[src/rtl/ram_arb_pkg.sv]
// Shared types for the two-client RAM arbiter: lock FSM states and read-return owner tags.
package ram_arb_pkg;

   typedef enum logic [1:0] {
      IDLE  = 2'd0,
      LOCK0 = 2'd1,
      LOCK1 = 2'd2
   } state_t;

   typedef enum logic [1:0] {
      NONE = 2'd0,
      C0   = 2'd1,
      C1   = 2'd2
   } owner_t;

   // Owner tag of whichever client holds the grant this cycle.
   function automatic owner_t owner_of(input logic gnt0);
      return gnt0 ? C0 : C1;
   endfunction

endpackage

[src/rtl/ram_if.sv]
// Single-port RAM access interface: requester drives en/addr/we/be/data_w, memory answers delay/data_r.
interface Ram_if #(
   parameter int ADDR_WIDTH = 32,
   parameter int DATA_WIDTH = 32
);
   logic                    en;
   logic [ADDR_WIDTH-1:0]   addr;
   logic                    we;
   logic [DATA_WIDTH/8-1:0] be;
   logic [DATA_WIDTH-1:0]   data_w;
   logic [DATA_WIDTH-1:0]   data_r;
   logic                    delay;

   modport memory (
      input  en, addr, we, be, data_w,
      output data_r, delay
   );

   modport client (
      output en, addr, we, be, data_w,
      input  data_r, delay
   );
endinterface

[src/rtl/ram_arb_pick2.sv]
// Combinational grant decision between two RAM clients; a held lock overrides arbitration.
module ram_arb_pick2
   import ram_arb_pkg::*;
#(
   parameter int FIXED_PRIO = 0
) (
   input  logic   i_en0,
   input  logic   i_en1,
   input  owner_t i_rr_last,
   input  state_t i_state,
   output logic   o_gnt0,
   output logic   o_gnt1
);

   logic w_tie_to0;

   // On a tie cl0 wins unless it was the last one served (and priority is not fixed).
   assign w_tie_to0 = (FIXED_PRIO != 0) || (i_rr_last != C0);

   always_comb begin
      o_gnt0 = 1'b0;
      o_gnt1 = 1'b0;
      if ((i_state == LOCK0) && i_en0) begin
         o_gnt0 = 1'b1;
      end else if ((i_state == LOCK1) && i_en1) begin
         o_gnt1 = 1'b1;
      end else if (i_en0 && i_en1) begin
         o_gnt0 = w_tie_to0;
         o_gnt1 = !w_tie_to0;
      end else if (i_en0) begin
         o_gnt0 = 1'b1;
      end else if (i_en1) begin
         o_gnt1 = 1'b1;
      end
   end

endmodule

[src/rtl/ram_arbiter2.sv]
// Two-client arbiter in front of one single-port RAM: grant muxing, stall locking and read-data return.
module ram_arbiter2
   import ram_arb_pkg::*;
#(
   parameter int ADDR_WIDTH = 32,
   parameter int DATA_WIDTH = 32,
   parameter int FIXED_PRIO = 0
) (
   input  logic   clk,
   input  logic   resetb,
   Ram_if.memory  cl0,
   Ram_if.memory  cl1,
   Ram_if.client  mem
);

   state_t r_state;
   state_t w_state_next;
   owner_t r_rr_last;
   owner_t w_rr_next;
   owner_t r_rd_owner;
   owner_t w_owner_next;

   logic                    w_pick0;
   logic                    w_pick1;
   logic                    w_gnt0;
   logic                    w_gnt1;
   logic                    w_done;
   logic                    w_mem_en;
   logic [ADDR_WIDTH-1:0]   w_mem_addr;
   logic                    w_mem_we;
   logic [DATA_WIDTH/8-1:0] w_mem_be;
   logic [DATA_WIDTH-1:0]   w_mem_data_w;
   logic                    w_delay0;
   logic                    w_delay1;
   logic [DATA_WIDTH-1:0]   w_data_r0;
   logic [DATA_WIDTH-1:0]   w_data_r1;

   ram_arb_pick2 #(
      .FIXED_PRIO (FIXED_PRIO)
   ) u_pick (
      .i_en0     (cl0.en),
      .i_en1     (cl1.en),
      .i_rr_last (r_rr_last),
      .i_state   (r_state),
      .o_gnt0    (w_pick0),
      .o_gnt1    (w_pick1)
   );

   // Nothing reaches the RAM while reset is held, even if clients keep requesting.
   assign w_gnt0 = w_pick0 & resetb;
   assign w_gnt1 = w_pick1 & resetb;
   assign w_done = w_mem_en & !mem.delay;

   always_ff @(posedge clk or negedge resetb) begin
      if (!resetb) begin
         r_state    <= IDLE;
         r_rr_last  <= C1;
         r_rd_owner <= NONE;
      end else begin
         r_state    <= w_state_next;
         r_rr_last  <= w_rr_next;
         r_rd_owner <= w_owner_next;
      end
   end

   always_comb begin
      w_state_next = IDLE;
      if (w_gnt0 && mem.delay) begin
         w_state_next = LOCK0;
      end else if (w_gnt1 && mem.delay) begin
         w_state_next = LOCK1;
      end
      w_rr_next    = r_rr_last;
      w_owner_next = NONE;
      if (w_done) begin
         w_rr_next = owner_of(w_gnt0);
         if (!w_mem_we) begin
            w_owner_next = owner_of(w_gnt0);
         end
      end
   end

   always_comb begin
      w_mem_en     = 1'b0;
      w_mem_addr   = '0;
      w_mem_we     = 1'b0;
      w_mem_be     = '0;
      w_mem_data_w = '0;
      w_delay0     = cl0.en;
      w_delay1     = cl1.en;
      if (w_gnt0) begin
         w_mem_en     = 1'b1;
         w_mem_addr   = cl0.addr;
         w_mem_we     = cl0.we;
         w_mem_be     = cl0.be;
         w_mem_data_w = cl0.data_w;
         w_delay0     = mem.delay;
      end else if (w_gnt1) begin
         w_mem_en     = 1'b1;
         w_mem_addr   = cl1.addr;
         w_mem_we     = cl1.we;
         w_mem_be     = cl1.be;
         w_mem_data_w = cl1.data_w;
         w_delay1     = mem.delay;
      end
      // Return routing follows the registered owner, not the grant of this cycle.
      w_data_r0 = (r_rd_owner == C0) ? mem.data_r : '0;
      w_data_r1 = (r_rd_owner == C1) ? mem.data_r : '0;
   end

   assign mem.en     = w_mem_en;
   assign mem.addr   = w_mem_addr;
   assign mem.we     = w_mem_we;
   assign mem.be     = w_mem_be;
   assign mem.data_w = w_mem_data_w;
   assign cl0.delay  = w_delay0;
   assign cl1.delay  = w_delay1;
   assign cl0.data_r = w_data_r0;
   assign cl1.data_r = w_data_r1;

   a_lock0_held : assert property (@(posedge clk) disable iff (!resetb) (r_state == LOCK0) |-> cl0.en);
   a_lock1_held : assert property (@(posedge clk) disable iff (!resetb) (r_state == LOCK1) |-> cl1.en);

endmodule

[src/flat_wrapper.sv]
// flat-port wrapper written by rule: the top's interface ports become plain ports
module ram_arbiter2_flat import ram_arb_pkg::*;
#(
   parameter int ADDR_WIDTH = 32,
   parameter int DATA_WIDTH = 32,
   parameter int FIXED_PRIO = 0
)
  (clk, resetb, cl0_en, cl0_addr, cl0_we, cl0_be, cl0_data_w, cl0_data_r, cl0_delay, cl1_en, cl1_addr, cl1_we, cl1_be, cl1_data_w, cl1_data_r, cl1_delay, mem_en, mem_addr, mem_we, mem_be, mem_data_w, mem_data_r, mem_delay);
  Ram_if #(.ADDR_WIDTH(ADDR_WIDTH), .DATA_WIDTH(DATA_WIDTH)) cl0_i ();
  Ram_if #(.ADDR_WIDTH(ADDR_WIDTH), .DATA_WIDTH(DATA_WIDTH)) cl1_i ();
  Ram_if #(.ADDR_WIDTH(ADDR_WIDTH), .DATA_WIDTH(DATA_WIDTH)) mem_i ();
  input  logic clk;
  input  logic resetb;
  input wire logic [$bits(cl0_i.en)-1:0] cl0_en;
  input wire logic [$bits(cl0_i.addr)-1:0] cl0_addr;
  input wire logic [$bits(cl0_i.we)-1:0] cl0_we;
  input wire logic [$bits(cl0_i.be)-1:0] cl0_be;
  input wire logic [$bits(cl0_i.data_w)-1:0] cl0_data_w;
  output wire logic [$bits(cl0_i.data_r)-1:0] cl0_data_r;
  output wire logic [$bits(cl0_i.delay)-1:0] cl0_delay;
  input wire logic [$bits(cl1_i.en)-1:0] cl1_en;
  input wire logic [$bits(cl1_i.addr)-1:0] cl1_addr;
  input wire logic [$bits(cl1_i.we)-1:0] cl1_we;
  input wire logic [$bits(cl1_i.be)-1:0] cl1_be;
  input wire logic [$bits(cl1_i.data_w)-1:0] cl1_data_w;
  output wire logic [$bits(cl1_i.data_r)-1:0] cl1_data_r;
  output wire logic [$bits(cl1_i.delay)-1:0] cl1_delay;
  output wire logic [$bits(mem_i.en)-1:0] mem_en;
  output wire logic [$bits(mem_i.addr)-1:0] mem_addr;
  output wire logic [$bits(mem_i.we)-1:0] mem_we;
  output wire logic [$bits(mem_i.be)-1:0] mem_be;
  output wire logic [$bits(mem_i.data_w)-1:0] mem_data_w;
  input wire logic [$bits(mem_i.data_r)-1:0] mem_data_r;
  input wire logic [$bits(mem_i.delay)-1:0] mem_delay;
  assign cl0_i.en = cl0_en;
  assign cl0_i.addr = cl0_addr;
  assign cl0_i.we = cl0_we;
  assign cl0_i.be = cl0_be;
  assign cl0_i.data_w = cl0_data_w;
  assign cl0_data_r = cl0_i.data_r;
  assign cl0_delay = cl0_i.delay;
  assign cl1_i.en = cl1_en;
  assign cl1_i.addr = cl1_addr;
  assign cl1_i.we = cl1_we;
  assign cl1_i.be = cl1_be;
  assign cl1_i.data_w = cl1_data_w;
  assign cl1_data_r = cl1_i.data_r;
  assign cl1_delay = cl1_i.delay;
  assign mem_en = mem_i.en;
  assign mem_addr = mem_i.addr;
  assign mem_we = mem_i.we;
  assign mem_be = mem_i.be;
  assign mem_data_w = mem_i.data_w;
  assign mem_i.data_r = mem_data_r;
  assign mem_i.delay = mem_delay;
  ram_arbiter2 #(.ADDR_WIDTH(ADDR_WIDTH), .DATA_WIDTH(DATA_WIDTH), .FIXED_PRIO(FIXED_PRIO)) u_core (.clk(clk), .resetb(resetb), .cl0(cl0_i), .cl1(cl1_i), .mem(mem_i));
endmodule
[config.mk]
export PLATFORM = sky130hd
export DESIGN_NAME = ram_arbiter2_flat
export DESIGN_NICKNAME = d
export VERILOG_FILES = /design/src/rtl/ram_arb_pkg.sv /design/src/rtl/ram_if.sv /design/src/rtl/ram_arb_pick2.sv /design/src/rtl/ram_arbiter2.sv /design/src/flat_wrapper.sv
export SDC_FILE = /design/constraint.sdc
export NUM_CORES = 1
export LEC_CHECK = 0
export ABC_AREA = 1
export CORE_AREA = 2 2 121 123
export DETAILED_ROUTE_END_ITERATION = 8
export DIE_AREA = 0 0 123 125
export GPL_TIMING_DRIVEN = 0
export PLACE_DENSITY = 0.54
export SETUP_SLACK_MARGIN = 0.15
export SYNTH_ARGS = -nofsm -noshare
export SYNTH_HDL_FRONTEND = slang
export SYNTH_SLANG_ARGS = --single-unit
[constraint.sdc]
create_clock -name clk -period 1.95 [get_ports clk]
set_input_delay 0.39 -clock clk [delete_from_list [all_inputs] [get_ports clk]]
set_output_delay 0.39 -clock clk [all_outputs]
set_load 0.01 [all_outputs]
==> out/metrics.yaml <==
status: "complete, but fails checks"
violations: "negative setup slack"
dp_slack_ps: -1200
syn2layout_area_growth_pct: 199
worstMarginPinSlew_ps: 469
hold_buffers: 0
yosysUniqueCellTypes: 19
clock_skew_ps: 3.93
min_period_ps: 2160
async_reset_ff_share_pct: 100
critical-path-max-stage-delay_ps: 520
antenna_left: 0
root_buffer: "clkbuf_16"
p_leak_nw: 3.07
ys_warn_count: 0
hold_violations: 0
reg2reg_depth: 8
wl_met3_um: 1360
vias_per_cell: 4.49
syn_area_mm2: 0.00199
placed_area_mm2: 0.00532
numCtsBuffers: 3
gp_congestion: 0.863
crit_arrival_ps: 1770
crit_required_ps: 1560
drt-met1-wl_um: 5580
postLayoutCellArea_mm2: 0.00595
dr.max_layer_used: "met4"
critPathSlowestCell: "dfstp_2"
detail_route.iter0.violations: 135
final_nets: 916
maxSlewViolCount: 0
synth_seq_cells: 6
slew_headroom_pct: 68.7
tritoncts: "done"
met2_length_um: 8020
yosysMostFrequentCell: "nand2_1"
htreeDepth: 1
worstSetupStartpointType: "flip-flop"
synth_fp_nets: 570
drv_cap: 0
core_mm2: 0.0142
fmax_mhz: 462
reg2reg_setup_slack_ps: 440
grt_pass1_vias: 4198
synth_enable_flop_cells: 0
rr_endpoint: "u_core.r_state[1]"
synth.avg_cell_area_um2: 5.04
path_delay_family: "buffers and inverters"
post_drt_wl_per_cell_um: 16.6
ys_seq_area_share_pct: 7.61
clk_latency_ps: 230
cts_buffer_depth: 2
vias: 4152
synthCells: 395
dr.pass1.iters: 4
ios: 311
initial_core_util_pct: 14.0
critPathKind: "reg2out"
layout_setup_ws_ps: -213
cp-startpoint: "u_core.r_rr_last[1]"
crit_fanout: 8
path_cells: "inv_2, nand4_1, buf_6, nand3_4, buf_4, buf_6, nand3_2, nand2_2, buf_6"
die_area_mm2: 0.0154
crit_cells: 9
grt_antenna_before_repair: 0
finalSetupViolCount: 71
drive_gt1_share_pct: 37.4
rows: 44
drc: 0
ir_drop_mv: 0.201
grt_use_total_pct: 18.4
fin_crit_sh_pct: 111
port_buffers: 310
grt_setup_unrepaired: "yes"
powerDensity_mw_per_mm2: 316
hold_class: "in2async"
insertedDiodeCount: 0
grt_max_degree: 11
synth_common_cells: "81 x nand2_1, 73 x nand3_1, 72 x nand4_1"
drt_wl_total_um: 15300
grt_pass1_wl_um: 22300
clk_pin_slew_ps: 40
synth_area_leaders: "nand4_1 23%, nand3_1 18%, nand2_1 15%"
netlist.area_leader.share_pct: 22.6
synth_flop_cell: "dfrtp_1"
grt-ovfl-total: 0
die_h_um: 125
clkSinkCount: 6
path_buf_inv: 5
hpwl_um: 11500
cp-endpoint: "mem_addr[17]"
setup.worst_path.end_class: "output pin"
synth_area_leader_cell: "nand4_1"
crit_top_cell: "buf_6"
die_w_um: 123
r2r-start: "u_core.r_rr_last[1]"
worst min path at each step:
stage / end / slack (ps) / depth (start not counted)
finish: u_core.r_state[1] / 100 / 1
floorplan: u_core.r_rd_owner[0] / 90 / 0
detailed placement: u_core.r_rr_last[1] / 480 / 2
global route: u_core.r_state[1] / 110 / 1
global placement: u_core.r_rr_last[1] / 460 / 2
CTS: u_core.r_state[1] / 100 / 1
final cells by class:
type / instances / area, um^2
Buffer: 44 / 360
Clock buffer: 4 / 78.8
Fill cell: 1514 / 8250
Inverter: 43 / 164
Multi-Input combinational cell: 304 / 1880
Sequential cell: 6 / 151
Tap cell: 184 / 230
Timing Repair Buffer: 339 / 3090
cells in the final DEF (no fill, tap or decap), types with 3 or more instances in the layout:
master           Yosys  routed
dlygate4sd2_1        0      35
buf_2               17      79
nand3_1             73      19
inv_1               41      38
inv_2                2       4
nand4_1             72      72
nor2_2               0       3
buf_4                5      22
dfrtp_1              5       5
clkdlybuf4s50_1      0     171
nand2_2              1      23
nand3_2              0      52
nor2_4               0       8
buf_6                5      61
clkbuf_16            0       3
nand3_4              1       4
nand2_1             81      59
nor2_1              68      57
o21ai_0              3       3
buf_8                0       3
layer usage:
| layer | vias to the layer above | track usage, % |
|---|---|---|
| met5 | - | 0 |
| met4 | 0 | 4.55 |
| met3 | 24 | 3.70 |
| met2 | 220 | 36.3 |
| met1 | 1885 | 19.4 |
| li1 | 2023 | - |
stage by stage:
| stage | power, mW | std cells | setup TNS [ps] | hold WS [ps] | utilization [%] |
|---|---|---|---|---|---|
| after floorplan | 0.581 | 395 | 0 | 94.4 | - |
| after global placement | 1.34 | 889 | -77060 | 465 | 37.5 |
| after detailed placement | 1.35 | 889 | -78860 | 475 | 37.5 |
| after CTS | 1.84 | 922 | -11900 | 101 | 40.6 |
| after global routing | 2.00 | 924 | -17790 | 115 | 41.9 |
| final | 1.88 | 924 | -11130 | 102 | 41.9 |
registers in the layout (all words and copies together), names as in the netlist:
signal	flops
u_core.r_rr_last	2
u_core.r_rd_owner	2
u_core.r_state	2
report_power, final:
group | internal [mW] | leakage, nW | switching (mW)
clock | 0.271 | 0.0382 | 0.0718
combinational | 0.750 | 2.95 | 0.642
sequential | 0.138 | 0.0775 | 0.00783
total | 1.16 | 3.07 | 0.722
timing repair:
action / in CTS / in global routing
gates cloned: 8 / 0
setup endpoints to repair: 137 / 106
setup buffers: 21 / 2
gates resized for setup: 624 / 40
pin swaps: 51 / 15
logic make-up after synthesis:
logic type	Yosys count	share of synthesized area (%)
flops	6	7.61
simple gates	297	70.6
compound gates	5	1.51
buf+inv	87	20.3
worst reg2reg max path: stages, from the launching register on:
cell	delay [ps]
dfstp_2	520
inv_2	40
nand4_1	90
buf_6	120
nand3_4	190
buf_6	210
buf_6	130
nand3_4	60
inv_1	40
(Power assumes the default switching activity.)
